File: src/rtl/count_seq_ctrl_if.sv
// Command/status bundle between a host sequencer and count_seq_ctrl.
// The host drives the command side; the controller drives the count and status side.
interface count_seq_ctrl_if #(
    parameter int WIDTH  = 4,
    parameter int REPS_W = 4
);
    logic              start;
    logic              abort;
    logic [WIDTH-1:0]  limit;
    logic [REPS_W-1:0] reps;
    logic [WIDTH-1:0]  q;
    logic [REPS_W-1:0] pass_cnt;
    logic              tick;
    logic              done;
    logic              aborted;
    logic              busy;

    modport master (
        output start, abort, limit, reps,
        input  q, pass_cnt, tick, done, aborted, busy
    );

    modport slave (
        input  start, abort, limit, reps,
        output q, pass_cnt, tick, done, aborted, busy
    );
endinterface

File: src/rtl/count_seq_ctrl.sv
// Sequencing controller: runs a 0..limit counter for a latched number of passes,
// with a terminal-count tick, a one-cycle done pulse and abort support.
module count_seq_ctrl #(
    parameter int WIDTH  = 4,
    parameter int REPS_W = 4
) (
    input  logic            clk,
    input  logic            rst,
    count_seq_ctrl_if.slave bus
);

    typedef enum logic [1:0] {
        IDLE = 2'd0,
        RUN  = 2'd1,
        DONE = 2'd2
    } state_t;

    state_t            state, state_nxt;
    logic [WIDTH-1:0]  limit_r;
    logic [WIDTH-1:0]  q_r;
    logic [REPS_W-1:0] reps_r;
    logic [REPS_W-1:0] pass_r;
    logic              aborted_r;
    logic              tick_c, done_c, busy_c;
    logic              accept, at_term, last_pass;

    // Abort has priority over start, so a simultaneous request is simply dropped.
    assign accept    = (state == IDLE) && bus.start && !bus.abort;
    assign at_term   = (q_r == limit_r);
    assign last_pass = ((pass_r + REPS_W'(1)) == reps_r);

    always_ff @(posedge clk or posedge rst) begin
        if (rst) state <= IDLE;
        else     state <= state_nxt;
    end

    always_comb begin
        state_nxt = state;
        case (state)
            IDLE: if (accept) state_nxt = (bus.reps == '0) ? DONE : RUN;
            RUN:  if (bus.abort || (at_term && last_pass)) state_nxt = DONE;
            DONE: state_nxt = IDLE;
            default: state_nxt = IDLE;
        endcase
    end

    always_comb begin
        tick_c = 1'b0;
        done_c = 1'b0;
        busy_c = 1'b0;
        case (state)
            RUN: begin
                tick_c = at_term;
                busy_c = 1'b1;
            end
            DONE: begin
                done_c = 1'b1;
                busy_c = 1'b1;
            end
            default: ;
        endcase
    end

    // q/pass_cnt hold through DONE and IDLE; an abort freezes them at the pre-edge values.
    always_ff @(posedge clk or posedge rst) begin
        if (rst) begin
            limit_r   <= '0;
            reps_r    <= '0;
            q_r       <= '0;
            pass_r    <= '0;
            aborted_r <= 1'b0;
        end else if (accept) begin
            limit_r   <= bus.limit;
            reps_r    <= bus.reps;
            q_r       <= '0;
            pass_r    <= '0;
            aborted_r <= 1'b0;
        end else if (state == RUN) begin
            if (bus.abort) begin
                aborted_r <= 1'b1;
            end else if (at_term) begin
                q_r    <= '0;
                pass_r <= pass_r + REPS_W'(1);
            end else begin
                q_r <= q_r + WIDTH'(1);
            end
        end
    end

    assign bus.q        = q_r;
    assign bus.pass_cnt = pass_r;
    assign bus.tick     = tick_c;
    assign bus.done     = done_c;
    assign bus.aborted  = aborted_r;
    assign bus.busy     = busy_c;

endmodule

File: src/flat_wrapper.sv
// flat-port wrapper written by rule: the top's interface ports become plain ports
module count_seq_ctrl_flat 
#(
    parameter int WIDTH  = 4,
    parameter int REPS_W = 4
)
  (clk, rst, bus_start, bus_abort, bus_limit, bus_reps, bus_q, bus_pass_cnt, bus_tick, bus_done, bus_aborted, bus_busy);
  count_seq_ctrl_if #(.WIDTH(WIDTH), .REPS_W(REPS_W)) bus_i ();
  input  logic clk;
  input  logic rst;
  input wire logic [$bits(bus_i.start)-1:0] bus_start;
  input wire logic [$bits(bus_i.abort)-1:0] bus_abort;
  input wire logic [$bits(bus_i.limit)-1:0] bus_limit;
  input wire logic [$bits(bus_i.reps)-1:0] bus_reps;
  output wire logic [$bits(bus_i.q)-1:0] bus_q;
  output wire logic [$bits(bus_i.pass_cnt)-1:0] bus_pass_cnt;
  output wire logic [$bits(bus_i.tick)-1:0] bus_tick;
  output wire logic [$bits(bus_i.done)-1:0] bus_done;
  output wire logic [$bits(bus_i.aborted)-1:0] bus_aborted;
  output wire logic [$bits(bus_i.busy)-1:0] bus_busy;
  assign bus_i.start = bus_start;
  assign bus_i.abort = bus_abort;
  assign bus_i.limit = bus_limit;
  assign bus_i.reps = bus_reps;
  assign bus_q = bus_i.q;
  assign bus_pass_cnt = bus_i.pass_cnt;
  assign bus_tick = bus_i.tick;
  assign bus_done = bus_i.done;
  assign bus_aborted = bus_i.aborted;
  assign bus_busy = bus_i.busy;
  count_seq_ctrl #(.WIDTH(WIDTH), .REPS_W(REPS_W)) u_core (.clk(clk), .rst(rst), .bus(bus_i));
endmodule
File: config.mk
export PLATFORM = sky130hd
export DESIGN_NAME = count_seq_ctrl_flat
export DESIGN_NICKNAME = d
export VERILOG_FILES = /design/src/rtl/count_seq_ctrl_if.sv /design/src/rtl/count_seq_ctrl.sv /design/src/flat_wrapper.sv
export SDC_FILE = /design/constraint.sdc
export NUM_CORES = 1
export LEC_CHECK = 0
export BUFFER_PORTS_ARGS = -buffer_cell sky130_fd_sc_hd__buf_2
export CORE_MARGIN = 1
export CORE_UTILIZATION = 41
export CTS_CLUSTER_DIAMETER = 30
export DETAILED_ROUTE_END_ITERATION = 12
export GPL_ROUTABILITY_DRIVEN = 0
export GPL_TIMING_DRIVEN = 0
export SLEW_MARGIN = 40
export SYNTH_ARGS = -nofsm -noshare
export SYNTH_HDL_FRONTEND = slang
export SYNTH_SLANG_ARGS = --single-unit
File: constraint.sdc
create_clock -name clk -period 4.2 [get_ports clk]
set_input_delay 0.21 -clock clk [delete_from_list [all_inputs] [get_ports clk]]
set_output_delay 0.21 -clock clk [all_outputs]
set_load 0.01 [all_outputs]
==> results of run 1 <==
==> repair_timing <==
item / CTS / global route
setup buffers: 0 / 0
hold buffers: 0 / 1
endpoints found under the hold margin: 0 / 19
==> cells by family after synthesis <==
family,share of synthesized area
simple gates,0.248
fa+ha+maj,0.0580
buf+inv,0.0429
flops,0.441
xor+xnor,0.0812
compound gates,0.129
==> state kept, by name, summed over array words and instances (netlist names) <==
register             count
u_core.reps_r            4
u_core.bus.pass_cnt      4
u_core.bus.q             4
u_core.bus.aborted       1
u_core.state             2
u_core.limit_r           4
==> worst max-delay path, stage by stage, from the launching register on <==
cell,delay (ns)
dfrtp_1,0.47
xnor2_1,0.22
and4_4,0.26
buf_6,0.13
and2_1,0.12
buf_2,0.12
==> synth_stat cells, types with 2 or more instances <==
cell,number,area (µm²)
a21oi_1,9,45.0
buf_6,2,22.5
dfrtp_1,19,475
ha_1,5,62.6
inv_1,4,15.0
nand2_1,30,113
nand2b_1,3,18.8
nand3_1,4,20.0
nand3b_1,2,15.0
nand4_1,2,12.5
nor2_1,4,15.0
o21ai_0,3,15.0
or3_1,2,12.5
or4_1,2,15.0
xnor2_1,8,70.1
xor2_1,2,17.5
==> power by group <==
part	total, mW	leakage [nW]	internal (mW)	switching, mW
logic	0.386	0.376	0.168	0.218
registers	0.318	0.244	0.251	0.0673
clock network	0.0982	0.0177	0.0355	0.0627
==> layout make-up <==
class,instances,area share
clock inverter,1,0.00394
sequential,19,0.375
inverter,4,0.0118
buffer,4,0.0247
clock buffer,3,0.0178
tap,30,0.0296
timing repair buffer,24,0.0986
multi-input combinational,91,0.439
==> per-layer routing <==
metal	vias up	track usage	wire length [µm]
met5	-	0	0
met4	0	0.0965	34
met3	4	0.0259	76
met2	20	0.313	1120
met1	439	0.277	1180
li1	463	-	-
==> worst min path at each step <==
stage	depth (start not counted)	startpoint	endpoint
2_1_floorplan	1	rst	u_core.bus.aborted$_DFFE_PP0P_
3_3_place_gp	2	rst	u_core.limit_r[2]$_DFFE_PP0N_
3_5_place_dp	2	rst	u_core.limit_r[2]$_DFFE_PP0N_
4_1_cts	2	rst	u_core.limit_r[2]$_DFFE_PP0N_
5_1_grt	3	bus_limit[0]	u_core.limit_r[0]$_DFFE_PP0N_
6_report	3	bus_limit[2]	u_core.limit_r[2]$_DFFE_PP0N_
==> through the flow <==
step,setup WS (ns),instance area [µm²]
5_1_grt,2.29,1270
4_1_cts,2.35,1260
3_5_place_dp,2.52,1230
2_1_floorplan,2.73,1080
3_3_place_gp,2.62,1230
6_report,2.37,1270
==> impl_metrics.toml, run 1 <==
[synthesis]
syn_avg_cell_area_um2 = 9.14
syn_nets = 135
ys.warnings.count = 0
synth_area_um2 = 1080
ys_seq_area_frac = 0.441
synth-edff-count = 0
ys.flop_type = "dfrtp_1"
synth_cell_types = 33
netlist_instances = 118
ys_ff_latch = 19
async_flop_share = 1.00

[critical_path]
crit_path_max_fanout = 10
cp.required_ns = 3.99
arrival_ns = 1.62
r2r_start = "u_core.bus.pass_cnt[0]$_DFFE_PP0P_"
cp-endpoint = "bus_tick"
crit_start = "u_core.bus.q[0]$_DFFE_PP0P_"
rrSetupSlack_ns = 2.46
crit_type = "flop to output pin"
start_kind = "flop"
rr_worst_depth = 5
timing.rr.end = "u_core.state[0]$_DFFE_PP0P_"
cp-end-kind = "output pin"

[power]
p_leak_nw = 0.638
p_total_uw = 803
vdd_drop_max_uv = 330
powerDensity_nw_per_um2 = 633

[sta]
max_freq_mhz = 547
drv_slew = 0
relSlewSlack = 0.542
hold_violations = 0
period_minus_slack_ns = 1.83
hold_slack_ns = 0.0878
tns_ns = 0
rsz0062_at_grt = "false"
fin_skew_ns = 0.00110
setup_violations = 0
tightest_slew_ns = 0.682
fin_crit_sh = 0.435

[cells_and_area]
nFillCells = 254
area_growth_syn_to_layout_pct = 17.6
register_area_um2 = 475
fin_util = 0.512
drive_above_1_share = 0.240
nets = 164
multi_input_area_um2 = 557
layout_commonest_cell = "nand2_1"
layout_common_cells = "30 x nand2_1, 24 x buf_2, 19 x dfrtp_1"
diodes = 0
instances_no_fill = 176

[global_route]
antenna_found_initial = 0
grt_max_degree = 20
grtUsageTotal = 0.203
grt-ovfl-total = 0
first_global_vias = 850
grt_pass1_wl_mm = 4.02

[cts]
clock_latency_ns = 0.30
numCtsBuffers = 3
clock-sinks = 19
clk_pin_slew_ns = 0.12
post_cts_resized = 0
tritoncts = "yes"
clock_path_buffers = 2
cts-root-buf = "clkbuf_4"
htree_levels = 1

[drt]
drt_iter0_drc = 13
totalWireLength_mm = 2.42
post-route-drc-count = 0
wl_per_cell_um = 13.7
vias_per_cell = 5.26
postRouteAntennaNets = 0
num_vias = 926
firstDrtPassIters = 4

[floorplan]
start_util = 0.435
num_io_pins = 24
core-area_um2 = 2480
dieHeight_um = 53.3
die_w_um = 53.3
dieArea_um2 = 2840
rows = 18

[flow_run]
drv_cap = 0

[placement]
dp_hpwl_mm = 1.81
place.port_buffers = 23
post-place-cells = 171

[hold_path]
hold_path.class = "input port to flop"

[status]
status = "finished, final reports clean"
Power figures use the tool's default switching activity.
==> run 2: changes to the inputs <==
==> constraint.sdc (replaced) <==
create_clock -name clk -period 1.7 [get_ports clk]
set_input_delay 0.085 -clock clk [delete_from_list [all_inputs] [get_ports clk]]
set_output_delay 0.085 -clock clk [all_outputs]
set_load 0.01 [all_outputs]
==> run 2 against run 1 <==
Compared with the run above:
- combinational power rose to 3.0 times the previous value
- sequential cell count did not move
- non-clock buffer count is 13 higher
- clock power rose to 2.6 times the previous value
- sequential share of layout area is 4.7 points lower
- cell count is 7.4% higher
- critical path depth stayed put
- total power increased to 2.8 times the previous value
- clock-buffer cell count stayed put
- first-iteration DRC count did not move
- core utilization rose by 8.0 points
==> impl_metrics.toml, run 2 (synthesis results as in run 1) <==
[hold_path]
hold_path_end = "u_core.bus.aborted$_DFFE_PP0P_"
hold_depth = 3
hold_path.class = "input port to flop"
hp-start = "bus_abort"

[drt]
post-route-drc-count = 0
firstDrtPassIters = 4
drt_iter0_drc = 13
num_vias = 965
totalWireLength_mm = 2.65
postRouteAntennaNets = 0
vias_per_cell = 5.11
wl_per_cell_um = 14.0

[cells_and_area]
layout_commonest_cell = "nand2_1"
fin_util = 0.592
register_area_um2 = 482
layout_common_cells = "30 x nand2_1, 24 x buf_2, 14 x dfrtp_1"
multi_input_area_um2 = 631
nFillCells = 231
drive_above_1_share = 0.358
final_area_um2 = 1470
area_growth_syn_to_layout_pct = 36.1
nets = 177
diodes = 0

[global_route]
grt_pass1_wl_mm = 4.17
antenna_found_initial = 0
grt_max_degree = 20
grtUsageTotal = 0.211
first_global_vias = 890
grt-ovfl-total = 0

[critical_path]
r2r_start = "u_core.bus.pass_cnt[0]$_DFFE_PP0P_"
timing.rr.end = "u_core.state[0]$_DFFE_PP0P_"
cp_num_buf_inv = 2
cp-end-kind = "output pin"
crit_path_top_delay_cell = "dfrtp_2"
path_cells = "xnor2_2, and4_4, buf_6, and2_1, buf_2"
start_kind = "flop"
rr_worst_depth = 5
arrival_ns = 1.56
rrSetupSlack_ns = 0.11
cp.required_ns = 1.62
crit_path_max_incr_delay_ns = 0.47
crit_family = "flip-flops"
crit_type = "flop to output pin"
crit_path_max_fanout = 10

[sta]
fin_skew_ns = 0.00389
max_freq_mhz = 608
fin_ws_ns = 0.0555
fin_crit_sh = 0.967
period_minus_slack_ns = 1.64
drv_slew = 0
setup_violations = 0
relSlewSlack = 0.537
tns_ns = 0
rsz0062_at_grt = "false"
tightest_slew_ns = 0.690
hold_violations = 0

[power]
power_frac_comb = 0.525
p_leak_nw = 0.714
switchingPower_uw = 959
p_total_mw = 2.24
switching_share = 0.429
powerDensity_nw_per_um2 = 1520
vdd_drop_max_uv = 886
sequentialPowerShare = 0.363
p_int_mw = 1.28
pwr-share-clk = 0.112

[cts]
clk_pin_slew_ns = 0.12
htree_levels = 1
numCtsBuffers = 3
clock_path_buffers = 2
tritoncts = "yes"
clock-sinks = 19
cts-root-buf = "clkbuf_4"
clock_latency_ns = 0.31

[floorplan]
start_util = 0.435
num_io_pins = 24
dieArea_um2 = 2840
rows = 18
die_w_um = 53.3
dieHeight_um = 53.3
core-area_um2 = 2480

[placement]
postPlaceCellArea_um2 = 1230
dp_hpwl_mm = 1.81
place_ws_ns = 0.0201
place.port_buffers = 23

[flow_run]
drv_cap = 0

[status]
status = "finished, final reports clean"
run 2: cell count changes in the layout (fill, tap and decap cells not counted), moves of 3 or more:
cell / before / now
xnor2_2: 0 / 4
dfrtp_2: 0 / 5
dlygate4sd3_1: 1 / 9
dfrtp_1: 19 / 14
buf_4: 0 / 5
ha_1: 5 / 2
xnor2_1: 8 / 4
run 2: final cells by class:
type,instances,share of cell area
clock buffer,3,0.0153
tap,30,0.0256
timing repair buffer,37,0.165
multi-input combinational,91,0.430
clock inverter,1,0.00341
inverter,4,0.0102
buffer,4,0.0222
sequential,19,0.328
run 2: worst register-to-register path: stages, from the launching register on:
cell and delay [ns]:
dfrtp_2 0.45, ha_4 0.25, xor2_1 0.17, a211oi_2 0.27, nand4_1 0.20, o2bb2ai_2 0.17
run 2: how the worst max path moves through the flow:
stage / startpoint / to / slack (ns) / depth (start not counted)
after floorplan: u_core.bus.pass_cnt[0]$_DFFE_PP0P_ / u_core.state[0]$_DFFE_PP0P_ / 0.23 / 5
after global placement: u_core.state[1]$_DFFE_PP0P_ / u_core.bus.q[3]$_DFFE_PP0P_ / 0.12 / 5
after detailed placement: u_core.bus.pass_cnt[0]$_DFFE_PP0P_ / u_core.state[0]$_DFFE_PP0P_ / 0.02 / 5
after CTS: u_core.bus.q[1]$_DFFE_PP0P_ / bus_tick / 0.001 / 5
after global routing: u_core.limit_r[1]$_DFFE_PP0N_ / bus_tick / 0.004 / 5
final: u_core.bus.q[3]$_DFFE_PP0P_ / bus_tick / 0.06 / 5
run 2: through the flow:
| step | cells | hold WS (ns) |
|---|---|---|
| global placement | 171 | 0.252 |
| detailed placement | 171 | 0.253 |
| floorplan | 118 | 0.0361 |
| finish | 189 | 0.0807 |
| global route | 189 | 0.116 |
| CTS | 184 | 0.0666 |
run 2: routing by layer:
layer | wire (µm) | global-route usage
met5 | 0 | 0
met4 | 59 | 0.0965
met3 | 70 | 0.0259
met2 | 1200 | 0.325
met1 | 1320 | 0.289
run 2: repair_timing:
item	in CTS	in global routing
endpoints found under the hold margin	27	0
hold buffers	9	0
gates resized for setup	2	17
pin swaps	0	3
setup endpoints to repair	1	10
buffers inserted	0	5
run 2: power by group through the flow:
stage          sequential (mW)  clock (mW)  combinational, mW
2_1_floorplan            0.781           0              0.692
3_3_place_gp             0.788           0              0.917
3_5_place_dp             0.800           0              0.959
4_1_cts                  0.798       0.254              0.990
5_1_grt                  0.832       0.276               1.31
6_report                 0.812       0.251               1.17
